[src/rtl/noc_link_arbiter.sv]
// -----------------------------------------------------------------------------
// noc_link_arbiter
//   Shares one credit-based valid/yummy NoC link (sender side) between NREQ
//   local requesters. Arbitration is round-robin at packet granularity: once a
//   header flit is accepted, the link stays with that requester until its last
//   body flit. A downstream credit count guarantees that no flit is launched
//   without buffer space at the receiver.
//
// Optional feature macro: NOC_LINK_ARB_STATS_EN
//   When defined, the ports flit_cnt_o and pkt_cnt_o are added.
//
// Ports
//   clk_i         in   1        clock
//   rstn_i        in   1        asynchronous active-low reset
//   req_valid_i   in   NREQ     per-requester flit valid
//   req_data_i    in   NREQ*DW  per-requester flit, requester i at [i*DW +: DW]
//   req_ready_o   out  NREQ     per-requester accept (one-hot or zero)
//   yummy_i       in   1        credit return from downstream, 1 per cycle
//   valid_o       out  1        link flit valid (registered)
//   data_o        out  DW       link flit (registered, holds when idle)
//   credit_err_o  out  1        sticky: yummy_i received with credits full
//   flit_cnt_o    out  32       (stats only) accepted flits, wraps
//   pkt_cnt_o     out  32       (stats only) accepted headers, wraps
// -----------------------------------------------------------------------------
module noc_link_arbiter #(
    parameter int NREQ    = 4,
    parameter int DW      = 64,
    parameter int CREDITS = 8,
    parameter int LEN_LSB = 22,
    parameter int LEN_W   = 8
) (
    input  logic               clk_i,
    input  logic               rstn_i,
    input  logic [NREQ-1:0]    req_valid_i,
    input  logic [NREQ*DW-1:0] req_data_i,
    output logic [NREQ-1:0]    req_ready_o,
    input  logic               yummy_i,
    output logic               valid_o,
    output logic [DW-1:0]      data_o,
    output logic               credit_err_o
`ifdef NOC_LINK_ARB_STATS_EN
    ,
    output logic [31:0]        flit_cnt_o,
    output logic [31:0]        pkt_cnt_o
`endif
);

    localparam int         PW        = (NREQ > 1) ? $clog2(NREQ) : 1;
    localparam logic [7:0] CRED_FULL = 8'(CREDITS);

    localparam logic [0:0] ST_IDLE = 1'b0;
    localparam logic [0:0] ST_BODY = 1'b1;

    logic [0:0]       state;
    logic [PW-1:0]    rr_ptr;
    logic [PW-1:0]    locked;
    logic [LEN_W-1:0] remaining;
    logic [7:0]       credits;

    logic [PW-1:0]    grant;
    logic             grant_vld;
    logic             accept;
    logic [DW-1:0]    acc_data;
    logic [LEN_W-1:0] acc_len;

    // Successor of a requester index, wrapping at NREQ (not necessarily 2^PW).
    function automatic logic [PW-1:0] next_idx(input logic [PW-1:0] i);
        return (int'(i) == NREQ - 1) ? '0 : i + 1'b1;
    endfunction

    // Grant selection. In IDLE the grant is recomputed every cycle from rr_ptr
    // onward, so nothing is locked until a header is actually accepted.
    always_comb begin
        logic found;
        logic [PW-1:0] idx;
        // NOTE: every combinationally written signal gets a default first so
        // no path leaves it unassigned; otherwise a latch is inferred.
        grant     = locked;
        grant_vld = 1'b0;
        found     = 1'b0;
        idx       = '0;
        if (state == ST_BODY) begin
            grant     = locked;
            grant_vld = 1'b1;
        end else begin
            for (int k = 0; k < NREQ; k++) begin
                idx = PW'((int'(rr_ptr) + k) % NREQ);
                if (!found && req_valid_i[idx]) begin
                    found = 1'b1;
                    grant = idx;
                end
            end
            grant_vld = found;
        end
    end

    always_comb begin
        req_ready_o = '0;
        if (grant_vld && credits != 8'd0)
            req_ready_o[grant] = 1'b1;
    end

    assign accept   = |(req_valid_i & req_ready_o);
    assign acc_data = req_data_i[grant*DW +: DW];
    assign acc_len  = acc_data[LEN_LSB +: LEN_W];

    // Packet FSM and round-robin pointer.
    // NOTE: sequential state uses non-blocking assignments so every register
    // samples the pre-edge values, independent of statement order.
    always_ff @(posedge clk_i or negedge rstn_i) begin
        if (!rstn_i) begin
            state     <= ST_IDLE;
            rr_ptr    <= '0;
            locked    <= '0;
            remaining <= '0;
        end else if (accept) begin
            if (state == ST_IDLE) begin
                if (acc_len == '0) begin
                    rr_ptr <= next_idx(grant);
                end else begin
                    state     <= ST_BODY;
                    locked    <= grant;
                    remaining <= acc_len;
                end
            end else begin
                remaining <= remaining - 1'b1;
                if (remaining == LEN_W'(1)) begin
                    state  <= ST_IDLE;
                    rr_ptr <= next_idx(locked);
                end
            end
        end
    end

    // Credit counter. An accept and a returned credit in the same cycle cancel.
    // A credit returned while already full is dropped and flagged.
    always_ff @(posedge clk_i or negedge rstn_i) begin
        if (!rstn_i) begin
            credits      <= CRED_FULL;
            credit_err_o <= 1'b0;
        end else begin
            case ({accept, yummy_i})
                2'b10: credits <= credits - 1'b1;
                2'b01: begin
                    if (credits == CRED_FULL) credit_err_o <= 1'b1;
                    else                      credits      <= credits + 1'b1;
                end
                default: ;
            endcase
        end
    end

    // Link output register; data_o keeps the last launched flit.
    always_ff @(posedge clk_i or negedge rstn_i) begin
        if (!rstn_i) begin
            valid_o <= 1'b0;
            data_o  <= '0;
        end else begin
            valid_o <= accept;
            if (accept) data_o <= acc_data;
        end
    end

`ifdef NOC_LINK_ARB_STATS_EN
    always_ff @(posedge clk_i or negedge rstn_i) begin
        if (!rstn_i) begin
            flit_cnt_o <= '0;
            pkt_cnt_o  <= '0;
        end else if (accept) begin
            flit_cnt_o <= flit_cnt_o + 32'd1;
            if (state == ST_IDLE) pkt_cnt_o <= pkt_cnt_o + 32'd1;
        end
    end
`endif

endmodule

[config.mk]
export PLATFORM = sky130hd
export DESIGN_NAME = noc_link_arbiter
export DESIGN_NICKNAME = d
export VERILOG_FILES = /design/src/rtl/noc_link_arbiter.sv
export SDC_FILE = /design/constraint.sdc
export NUM_CORES = 1
export LEC_CHECK = 0
export ABC_AREA = 1
export CORE_MARGIN = 5
export CORE_UTILIZATION = 43
export DETAILED_ROUTE_END_ITERATION = 6
export GPL_TIMING_DRIVEN = 0
export PLACE_DENSITY = 0.87
export SLEW_MARGIN = 20
export SYNTH_ARGS = -nofsm -noshare
export SYNTH_HDL_FRONTEND = slang
export SYNTH_SLANG_ARGS = --single-unit
[constraint.sdc]
create_clock -name clk_i -period 7.6 [get_ports clk_i]
set_clock_uncertainty 0.2 [all_clocks]
set_input_delay 1.52 -clock clk_i [delete_from_list [all_inputs] [get_ports clk_i]]
set_output_delay 1.52 -clock clk_i [all_outputs]
set_load 0.05 [all_outputs]
==> Word-level counts from Yosys, hierarchy flattened <==
Cells that the tools add are included.
{ "totals": {"regBits": 87, "out_inout_bits": 70, "input_bits": 263} }
{ "classes": {"addsub": 8, "n_lt_le_gt_ge": 6, "mux": 36, "n_eq_ne": 9, "n_shift": 1, "n_bitwise": 3, "n_reduce_logical": 18} }
{ "op_table": {"columns": ["op", "count"], "rows": [
  ["indexed part select 256 x 9 -> 64 bit", 1],
  ["two-way mux 8 bit", 3],
  ["two-way mux 2 bit", 10],
  ["two-way mux 1 bit", 16],
  ["case mux 8 bit (2 select lines)", 1],
  ["subtractor 8 x 1 -> 8 bit (second input constant)", 2],
  ["less-than comparator 2 x 3 -> 1 bit (second input constant)", 5],
  ["adder 8 x 1 -> 8 bit (second input constant)", 1],
  ["binary-select mux 1 bit (select 2 bit)", 4],
  ["equality test 8 x 1 -> 1 bit (second input constant)", 1],
  ["equality test 8 x 4 -> 1 bit (second input constant)", 1],
  ["zero test 8 bit", 1],
  ["nonzero test 8 bit", 1],
  ["adder 2 x 1 -> 2 bit (second input constant)", 3],
  ["equality test 2 x 1 -> 1 bit (second input constant)", 3],
  ["AND reduction 2 bit", 3],
  ["AND reduction 3 bit", 2],
  ["logical AND 1 bit", 5],
  ["adder 2 bit (second input constant)", 2],
  ["bitwise AND 4 bit", 1],
  ["two-way mux 4 bit", 1],
  ["!= test 2 bit (second input constant)", 2],
  ["nonzero test 2 bit", 2],
  ["OR reduction 4 bit", 1],
  ["6 further kinds", 9]
]} }

==> Logic depth before layout (Yosys ltp) <==
Gate-level depths: netlist (run 1).
{ "logic_depth": {"depth_word": 26, "mapped_depth": 39} }

==> Worst setup path before layout (run 1) <==
OpenSTA, ideal clock, no wires.
{ "synth_path": {"kind": "input to register", "from": "input port req_valid_i[3]", "to": "register credits[7]", "stages": 36, "setup_slack_ns": 1.348, "path_buffers": 3, "arrival_time_ns": 5.935, "setup_time_ns": 0.117, "cell_sequence": "inv_1 -> nand2_1 -> nand3_1 -> nand2_2 -> nor2_4 -> nand2_1 -> nand3_1 -> nand3_1 -> a21oi_4 -> buf_6 -> clkbuf_1 -> ha_1 -> inv_1 -> nor2_1 -> nand2_1 -> nand2_1 -> nor2_8 -> inv_4 -> buf_6 -> nor2_1 -> inv_1 -> ha_1 -> a21oi_1 -> nand2_1 -> a21oi_1 -> nor2_1 -> nor2_1 -> inv_1 -> a21oi_1 -> inv_1 -> a21oi_1 -> inv_1 -> nand2_1 -> nand2_1 -> nand2_1 -> nand2_1"} }
{ "synth_via": {"elab_chain_len": 26, "word_cells_on_any_way": 42, "classes_between": "order compare (2); eq/ne (3); mux (25); bitwise (1); reduce/logical (11)"} }
{ "synth_rtl": {"columns": ["item", "line_no", "source"], "rows": [
  ["from (decl)", "34", "input logic [NREQ-1:0] req_valid_i,"],
  ["binary-select mux 1 bit (select 2 bit)", "88", "if (!found && req_valid_i[idx]) begin"],
  ["two-way mux 1 bit (implied by the code)", "88", null],
  ["two-way mux 1 bit", "88", null],
  ["two-way mux 1 bit", "82", "if (state == ST_BODY) begin"],
  ["zero test 1 bit", "88", null],
  ["logical AND 1 bit", "88", null],
  ["two-way mux 1 bit", "88", null],
  ["two-way mux 1 bit", "82", null],
  ["[... 11 more ...]", null, null],
  ["demux 1 bit (select 2 bit)", "100", "req_ready_o[grant] = 1'b1;"],
  ["two-way mux 4 bit (*)", "99", "if (grant_vld && credits != 8'd0)"],
  ["via req_ready_o[3]", "36", "output logic [NREQ-1:0] req_ready_o,"],
  ["bitwise AND 4 bit (*)", "103", "assign accept = |(req_valid_i & req_ready_o);"],
  ["OR reduction 4 bit (*)", "103", null],
  ["equality test 2 x 1 -> 1 bit / equality test 2 bit (equally long branches)", "142", "case ({accept, yummy_i})"],
  ["!= test 2 bit (no line) / nonzero test 2 bit (equally long branches)", null, null],
  ["AND reduction 2 bit (no line)", null, null],
  ["to (signal assigned)", "143", "2'b10: credits <= credits - 1'b1;"],
  ["to (signal assigned)", "146", "else credits <= credits + 1'b1;"],
  ["to (decl)", "58", "logic [7:0] credits;"]
]} }
Mark *: on every way through the listed nets, which the timed path passes. The rest lies on a longest branch. The select of a mux whose other input is x is not followed.
A chain may end at the register's enable or synchronous reset.

==> Final worst setup path (run 1) <==
{ "layout_path": {"from": "input port req_valid_i[2]", "to": "output port req_ready_o[3]"} }
{ "layout_via": {"elab_chain_len": 21, "word_cells_on_any_way": 34, "classes_between": "order compare (2); mux (24); reduce/logical (8)"} }
{ "layout_rtl": {"columns": ["item", "line_no"], "rows": [
  ["binary-select mux 1 bit (select 2 bit)", "88"],
  ["two-way mux 1 bit (implied by the code)", "88"],
  ["two-way mux 1 bit", "88"],
  ["two-way mux 1 bit", "82"],
  ["zero test 1 bit", "88"],
  ["logical AND 1 bit", "88"],
  ["two-way mux 1 bit", "88"],
  ["two-way mux 1 bit", "82"],
  ["[... 5 more ...]", null],
  ["logical AND 1 bit", "88"],
  ["two-way mux 2 bit", "88"],
  ["two-way mux 2 bit", "82"],
  ["less-than comparator 2 x 3 -> 1 bit (implied by the code) / greater-or-equal comparator 2 x 1 -> 1 bit (equally long branches)", "100"],
  ["logical AND 1 bit (implied by the code)", "100"],
  ["two-way mux 1 bit (implied by the code)", "100"],
  ["demux 1 bit (select 2 bit)", "100"],
  ["two-way mux 4 bit (*)", "99"],
  ["to (decl)", "36"]
]} }
Mark *: on every way between the ends. The rest lies on a longest branch, timed or not. The select of a mux whose other input is x is not followed.

==> metrics.log, run 1 <==
INFO  metric detail_routed_via_count_per_cell = 5.31
INFO  metric post_synth_instance_area = 0.00625 mm2
INFO  metric critical_path.max_stage_delay = 0.85 ns
INFO  metric reg2reg_slack = 1.99 ns
INFO  metric grt_start_max_net_pins = 57
INFO  metric transition_at_the_pin_with_the_smallest_max_transition_slack = 0.635 ns
INFO  metric maxClockFrequency = 0.145 GHz
INFO  metric rsz0062_at_grt = false
INFO  metric post_synth_inst_count = 937
INFO  metric total_negative_slack_for_setup_checks = 0 ns
INFO  metric clock_sink_count = 87
INFO  metric remaining_drc_errors = 0
INFO  metric antenna_found_initial = 2
INFO  metric fraction_of_final_layout_cells_sized_beyond_drive_strength_1 = 6.84%
INFO  metric mostFrequentLayoutCell = clkdlybuf4s50_1
INFO  metric timing_worst_setup_path_type = in2out
INFO  metric launch_point_of_the_worst_hold_path = credit_err_o
INFO  metric status = completed
INFO  metric setup.worst_path.end_class = primary output
INFO  metric reg2reg_from = rr_ptr[0]
INFO  metric synth.lib_cells_used.distinct = 44
INFO  metric grt_pass1_vias = 7496
INFO  metric num_rows = 44
INFO  metric numPortBuffers = 332
INFO  metric clk_transition_reported_paths = 0.07 ns
INFO  metric synthesis.area_per_instance = 6.67 um2
INFO  metric total_power = 4.88 mW
INFO  metric design.portCount = 333
INFO  metric drt_first_iter_violations = 502
INFO  metric fin_worst_hold_slack = 0.288 ns
INFO  metric area_growth_syn_to_layout = 62.2%
INFO  metric core_area = 0.0144 mm2
INFO  metric place_worst_setup_slack = 0.513 ns
INFO  metric wl_per_cell = 18.1 um
INFO  metric timing.critical_path.arrival = 5.19 ns
INFO  metric worstReg2RegEnd = credits[7]
INFO  metric gp_congestion = 1.00
INFO  metric cts_tree = done
INFO  metric post_cts_resized = 0
INFO  metric slew_viol_final = 0
INFO  metric grt_pass1_wl = 39400 um
INFO  metric drt.antenna.violating_nets = 0
INFO  metric critical-path-slowest-cell = clkdlybuf4s50_1
INFO  metric finish.net_count = 1555
INFO  metric timing_hold_violations_final = 0
INFO  metric count_of_final_setup_violators = 0
INFO  metric postCtsSetupBuffers = 0
INFO  metric floorplan.die.width = 131 um
INFO  metric synth-seq-cells = 87
INFO  metric timing.max_slew.rel_slack = 57.5%
INFO  metric whs_endpoint = credit_err_o
INFO  metric ctsHoldBuffers = 0
INFO  metric hold_path.class = reg2reg
INFO  metric firstDrtPassIters = 4
INFO  metric total_leakage_power = 4.32 nW
INFO  metric final.min_clock_period = 6.91 ns
INFO  metric worstSetupStartpointType = input port
INFO  metric clk_root_buffer_cell = clkbuf_16
INFO  metric postPlaceCellArea = 0.00983 mm2
INFO  metric fp.dieH = 131 um
INFO  metric die_area = 0.0170 mm2
INFO  metric detailroute.via_count = 7822
INFO  metric floorplan.initialDensity = 43.5%
INFO  metric grtUsageTotal = 30.0%
INFO  metric postRouteWirelength = 26600 um
INFO  metric final_cell_mix = clkdlybuf4s50_1, nor2_1, nand2_1, o21ai_0, dfrtp_1
INFO  metric cp_common_cell = nand2_1
INFO  metric seq_area_frac_synth = 34.9%
INFO  metric syn_nets = 1211
INFO  metric stdcell_area = 0.0101 mm2
INFO  metric clock_path_buffers = 2
INFO  metric cts_made_buffers = 9
INFO  metric timing.final.ws_setup = 0.691 ns
INFO  metric post_detail_place_hpwl = 20900 um
INFO  metric final.period_utilization = 90.9%
INFO  metric htreeDepth = 3
INFO  metric worstRegToRegCells = 37
INFO  metric worst_skew_pair.late_latency = 0.35 ns
INFO  metric yosys_warnings = 0
INFO  metric data_required_time_of_the_critical_path = 5.88 ns
INFO  metric vdd.ir_drop.worst = 218 uV
INFO  metric worst_hold_path.num_cells = 1
INFO  metric power-per-cell-area = 481 mW/mm2
INFO  metric critPathMaxFanout = 10
INFO  metric timing.critical_path.cells = clkdlybuf4s50_1 > inv_1 > nand2_1 > nand2_1 > nand2_1 > nand2_1 > inv_1 > nand2_1 > nand3_1 > nand3_1 > a21oi_4 > buf_6 > clkbuf_1 > ha_1 > inv_1 > nor2_1 > clkdlybuf4s50_1
INFO  metric cap_violations = 0
INFO  metric gr-total-overflow = 0
## where the power goes
group / internal (mW) / switching (mW)
clock: 0.264 / 0.199
sequential: 0.717 / 0.160
combinational: 1.22 / 2.31
## through the flow
stage / utilization, % / std cells
final: 70.5 / 1472
after floorplan: - / 937
after global placement: 68.2 / 1453
after global routing: 70.5 / 1471
after CTS: 70.5 / 1470
after detailed placement: 68.4 / 1454
## worst max-delay path: cells and delay by family
kind                     cells  cell delay, ns
buffers and inverters        7            2.24
AO/OA/AOI/OAI                1            0.26
adder cells (fa/ha/maj)      1            0.28
AND/OR/NAND/NOR              8            0.88
## routing by layer
metal	vias up	GRT usage (%)	wire, um
met5	-	0	16
met4	2	12.8	1090
met3	67	7.56	2210
met2	346	51.1	13100
met1	3611	36.0	10200
li1	3796	-	-
## flip-flops by register name, summed over array words and instances, names as in the netlist
| signal | flops |
|---|---|
| valid_o | 1 |
| state | 1 |
| credits | 8 |
| locked | 2 |
| data_o | 64 |
| remaining | 8 |
| rr_ptr | 2 |
| credit_err_o | 1 |
## cell families after synthesis
logic type	share of synthesized area [%]
adders and majority gates	2.32
and+or+nand+nor	35.5
buffers and inverters	7.91
DFF	34.9
xor gates and xnor gates	0.961
AOI/OAI and AO/OA	18.4
## synthesized netlist by cell type, drive strengths merged
master	instances	area share [%]
a22oi	1	0.12
or2	2	0.20
o21ai	133	11
a21oi	11	1.1
fa	1	0.32
nor3	4	0.32
dfrtp	86	34
o21a	1	0.12
inv	36	2.2
nand2	146	9.8
a31oi	58	5.9
nand3	65	5.6
clkinv	1	0.060
o21bai	1	0.12
dfstp	1	0.42
nand4	5	0.50
o22ai	1	0.10
a21boi	2	0.24
xor2	5	0.82
clkbuf	24	1.4
nor2	303	19
buf	36	4.2
xnor2	1	0.14
nand3b	2	0.24
ha	10	2.0
nor4	1	0.10
## worst max path at each step
stage                    from              to  cells past startpoint
3_3_place_gp   req_valid_i[3]      credits[7]                     37
3_5_place_dp   req_valid_i[2]      credits[7]                     38
5_1_grt        req_valid_i[3]      credits[7]                     38
6_report       req_valid_i[2]  req_ready_o[3]                     17
2_1_floorplan  req_valid_i[3]      credits[7]                     36
4_1_cts        req_valid_i[2]  req_ready_o[3]                     17
## cell type report
cell class	instances	area [um2]
sequential	87	2180
multi-input combinational	753	3570
inverter	37	141
fill	1213	4230
antenna	2	5.00
clock inverter	5	57.6
clock buffer	11	243
buffer	60	353
timing repair buffer	333	3350
tap	184	230
Note: power is estimated with default switching activity, not from simulation.
==> inputs of run 2 (changes only) <==
Settings changed: CORE_ASPECT_RATIO from default to 1.5.
==> run 2 against run 1 <==
Compared with the run above:
- non-clock buffer count stayed put
- critical path depth is 2 lower
- sequential cell count stayed put
- routed wire length is 1.4% higher
- count of clock-buffer cells in the layout is 2 higher
- first-iteration DRC count is 16% lower
- critical endpoint unchanged
- largest cell class unchanged
- largest power group unchanged
- highest routed layer is now met4
==> metrics.log, run 2 (same netlist as run 1, synthesis figures left out) <==
INFO  metric drt_first_iter_violations = 424 (was 502)
INFO  metric cts_tree = done (unchanged)
INFO  metric fp.dieH = 158 um (was 131 um)
INFO  metric floorplan.initialDensity = 43.4% (was 43.5%)
INFO  metric timing.max_slew.rel_slack = 58.4% (was 57.5%)
INFO  metric post_detail_place_hpwl = 21800 um (was 20900 um)
INFO  metric floorplan.die.width = 108 um (was 131 um)
INFO  metric critPathMaxFanout = 10 (unchanged)
INFO  metric cts_made_buffers = 9 (unchanged)
INFO  metric clock_sink_count = 87 (unchanged)
INFO  metric grt_pass1_vias = 7482 (was 7496)
INFO  metric mostFrequentLayoutCell = clkdlybuf4s50_1 (unchanged)
INFO  metric maxClockFrequency = 0.146 GHz (was 0.145 GHz)
INFO  metric finish.net_count = 1555 (unchanged)
INFO  metric netSwitchingFraction = 54.8% (about the same)
INFO  metric final.min_clock_period = 6.83 ns (was 6.91 ns)
INFO  metric postRouteWirelength = 27000 um (was 26600 um)
INFO  metric detail_routed_via_count_per_cell = 5.30 (was 5.31)
INFO  metric detailroute.via_count = 7851 (was 7822)
INFO  metric final_cell_mix = clkdlybuf4s50_1, nor2_1, nand2_1, o21ai_0, dfrtp_1 (unchanged)
INFO  metric setup.worst_path.end_class = primary output (unchanged)
INFO  metric remaining_drc_errors = 0 (unchanged)
INFO  metric numPortBuffers = 332 (unchanged)
INFO  metric final.period_utilization = 89.8% (was 90.9%)
INFO  metric total_negative_slack_for_setup_checks = 0 ns (unchanged)
INFO  metric largest-register = data_o (unchanged)
INFO  metric wl_per_cell = 18.2 um (was 18.1 um)
INFO  metric timing_worst_setup_path_type = in2out (unchanged)
INFO  metric power.net_switching = 2.68 mW (was 2.67 mW)
INFO  metric hold_path.class = reg2reg (unchanged)
INFO  metric critical-path-slowest-cell = clkdlybuf4s50_1 (unchanged)
INFO  metric clk_transition_reported_paths = 0.06 ns (was 0.07 ns)
INFO  metric slew_viol_final = 0 (unchanged)
INFO  metric gr-total-overflow = 0 (unchanged)
INFO  metric timing.critical_path.arrival = 5.11 ns (was 5.19 ns)
INFO  metric core_area = 0.0144 mm2 (about the same)
INFO  metric drt.antenna.violating_nets = 0 (unchanged)
INFO  metric num_rows = 54 (was 44)
INFO  metric status = completed (unchanged)
INFO  metric firstDrtPassIters = 5 (was 4)
INFO  metric die_area = 0.0171 mm2 (was 0.0170 mm2)
INFO  metric data_required_time_of_the_critical_path = 5.88 ns (about the same)
INFO  metric timing.critical_path.cells = clkdlybuf4s50_1 > inv_1 > nand2_1 > nand3_1 > a21boi_0 > nand2_1 > nand3_1 > nand3_1 > a21oi_4 > buf_6 > clkbuf_1 > ha_1 > inv_1 > nor2_1 > clkdlybuf4s50_1 (was clkdlybuf4s50_1 > inv_1 > nand2_1 > nand2_1 > nand2_1 > nand2_1 > inv_1 > nand2_1 > nand3_1 > nand3_1 > a21oi_4 > buf_6 > clkbuf_1 > ha_1 > inv_1 > nor2_1 > clkdlybuf4s50_1)
INFO  metric timing.final.ws_setup = 0.774 ns (was 0.691 ns)
INFO  metric post_cts_resized = 0 (unchanged)
INFO  metric gp_congestion = 0.933 (was 1.00)
INFO  metric antennaDiodeCount = 0 (was 2)
INFO  metric largestRegisters = data_o: 64 flops, credits: 8 flops, remaining: 8 flops (unchanged)
INFO  metric power.combinational.fraction = 72.7% (was 72.5%)
INFO  metric htreeDepth = 3 (unchanged)
INFO  metric postCtsSetupBuffers = 0 (unchanged)
INFO  metric postPlaceCellArea = 0.00984 mm2 (was 0.00983 mm2)
INFO  metric grtUsageTotal = 30.2% (was 30.0%)
INFO  metric antenna_found_initial = 0 (was 2)
INFO  metric vdd.ir_drop.worst = 256 uV (was 218 uV)
INFO  metric place_worst_setup_slack = 0.510 ns (was 0.513 ns)
INFO  metric grt_start_max_net_pins = 49 (was 57)
INFO  metric rsz0062_at_grt = false (unchanged)
INFO  metric ctsHoldBuffers = 0 (unchanged)
INFO  metric clk_root_buffer_cell = clkbuf_16 (unchanged)
INFO  metric power-per-cell-area = 481 mW/mm2 (about the same)
INFO  metric total_power = 4.88 mW (about the same)
INFO  metric largest_reg_flops = 64 (unchanged)
INFO  metric total_leakage_power = 4.32 nW (about the same)
INFO  metric clock_path_buffers = 2 (unchanged)
INFO  metric power.share.sequential = 18.1% (was 18.0%)
INFO  metric grt_pass1_wl = 39700 um (was 39400 um)
INFO  metric clkPwrFrac = 9.2% (was 9.5%)
INFO  metric design.portCount = 333 (unchanged)
INFO  metric worst_skew_pair.late_latency = 0.33 ns (was 0.35 ns)
INFO  metric cap_violations = 0 (unchanged)
INFO  metric fin_util = 70.4% (was 70.5%)
INFO  metric fraction_of_final_layout_cells_sized_beyond_drive_strength_1 = 6.69% (was 6.84%)
INFO  metric stdcell_area = 0.0101 mm2 (about the same)
INFO  metric timing_hold_violations_final = 0 (unchanged)
INFO  metric internal_power = 2.20 mW (about the same)
INFO  metric transition_at_the_pin_with_the_smallest_max_transition_slack = 0.622 ns (was 0.635 ns)
INFO  metric critical_path.max_stage_delay = 0.83 ns (was 0.85 ns)
INFO  metric cp_common_cell = nand3_1 (was nand2_1)
INFO  metric count_of_final_setup_violators = 0 (unchanged)
INFO  metric worstSetupStartpointType = input port (unchanged)
INFO  metric area_growth_syn_to_layout = 62.3% (was 62.2%)
==> run 2: changes by cell type in the layout (fill, tap and decap cells not counted), sizes merged <==
cell      before  now
clkbuf        35   37
clkinvlp       3    1
diode          2    0
==> run 2: path summary, 6_finish.rpt <==
kind / startpoint / slack [ns] / cells after the start / to
min in group asynchronous: rstn_i / 0.89 / 1 / data_o[55]
hold / removal: data_o[26] / 0.29 / 2 / data_o[26]
setup / recovery: req_valid_i[3] / 0.77 / 15 / req_ready_o[3]
setup reg to reg: rr_ptr[0] / 2.01 / 37 / credits[7]
max in group asynchronous: rstn_i / 5.66 / 2 / credits[3]
hold reg to reg: data_o[26] / 0.29 / 2 / data_o[26]
==> run 2: final cells by class <==
cell class | count | area [um2]
Fill cell | 1233 | 4250
Multi-Input combinational cell | 753 | 3570
Timing Repair Buffer | 333 | 3350
Sequential cell | 87 | 2180
Buffer | 60 | 353
Clock buffer | 13 | 250
Tap cell | 196 | 245
Inverter | 37 | 141
Clock inverter | 3 | 42.5
==> run 2: through the flow <==
step	hold WS, ns	cells
finish	0.295	1482
detailed placement	0.276	1466
global placement	0.267	1465
floorplan	0.255	937
global route	0.323	1482
CTS	0.293	1482
==> run 2: power groups by stage <==
stage / Clock, mW / Sequential (mW) / Combinational, mW
5_1_grt: 0.473 / 0.910 / 3.85
2_1_floorplan: 0 / 1.47 / 1.80
4_1_cts: 0.453 / 0.879 / 3.55
6_report: 0.449 / 0.884 / 3.55
3_5_place_dp: 0 / 0.887 / 3.53
3_3_place_gp: 0 / 0.876 / 3.46
==> run 2: layer usage <==
layer | vias to the layer above | GRT usage, % | part of all wire [%]
met5 | - | 0 | 0
met1 | 3635 | 33.2 | 35
met4 | 0 | 13.1 | 4.2
met2 | 350 | 55.4 | 53
li1 | 3790 | - | -
met3 | 76 | 6.45 | 7.3
==> run 2: critical path: cells and delay by family <==
kind,cells,cell delay [ns]
buf+inv,6,2.13
simple gates,6,0.62
compound gates,2,0.54
fa+ha+maj,1,0.27
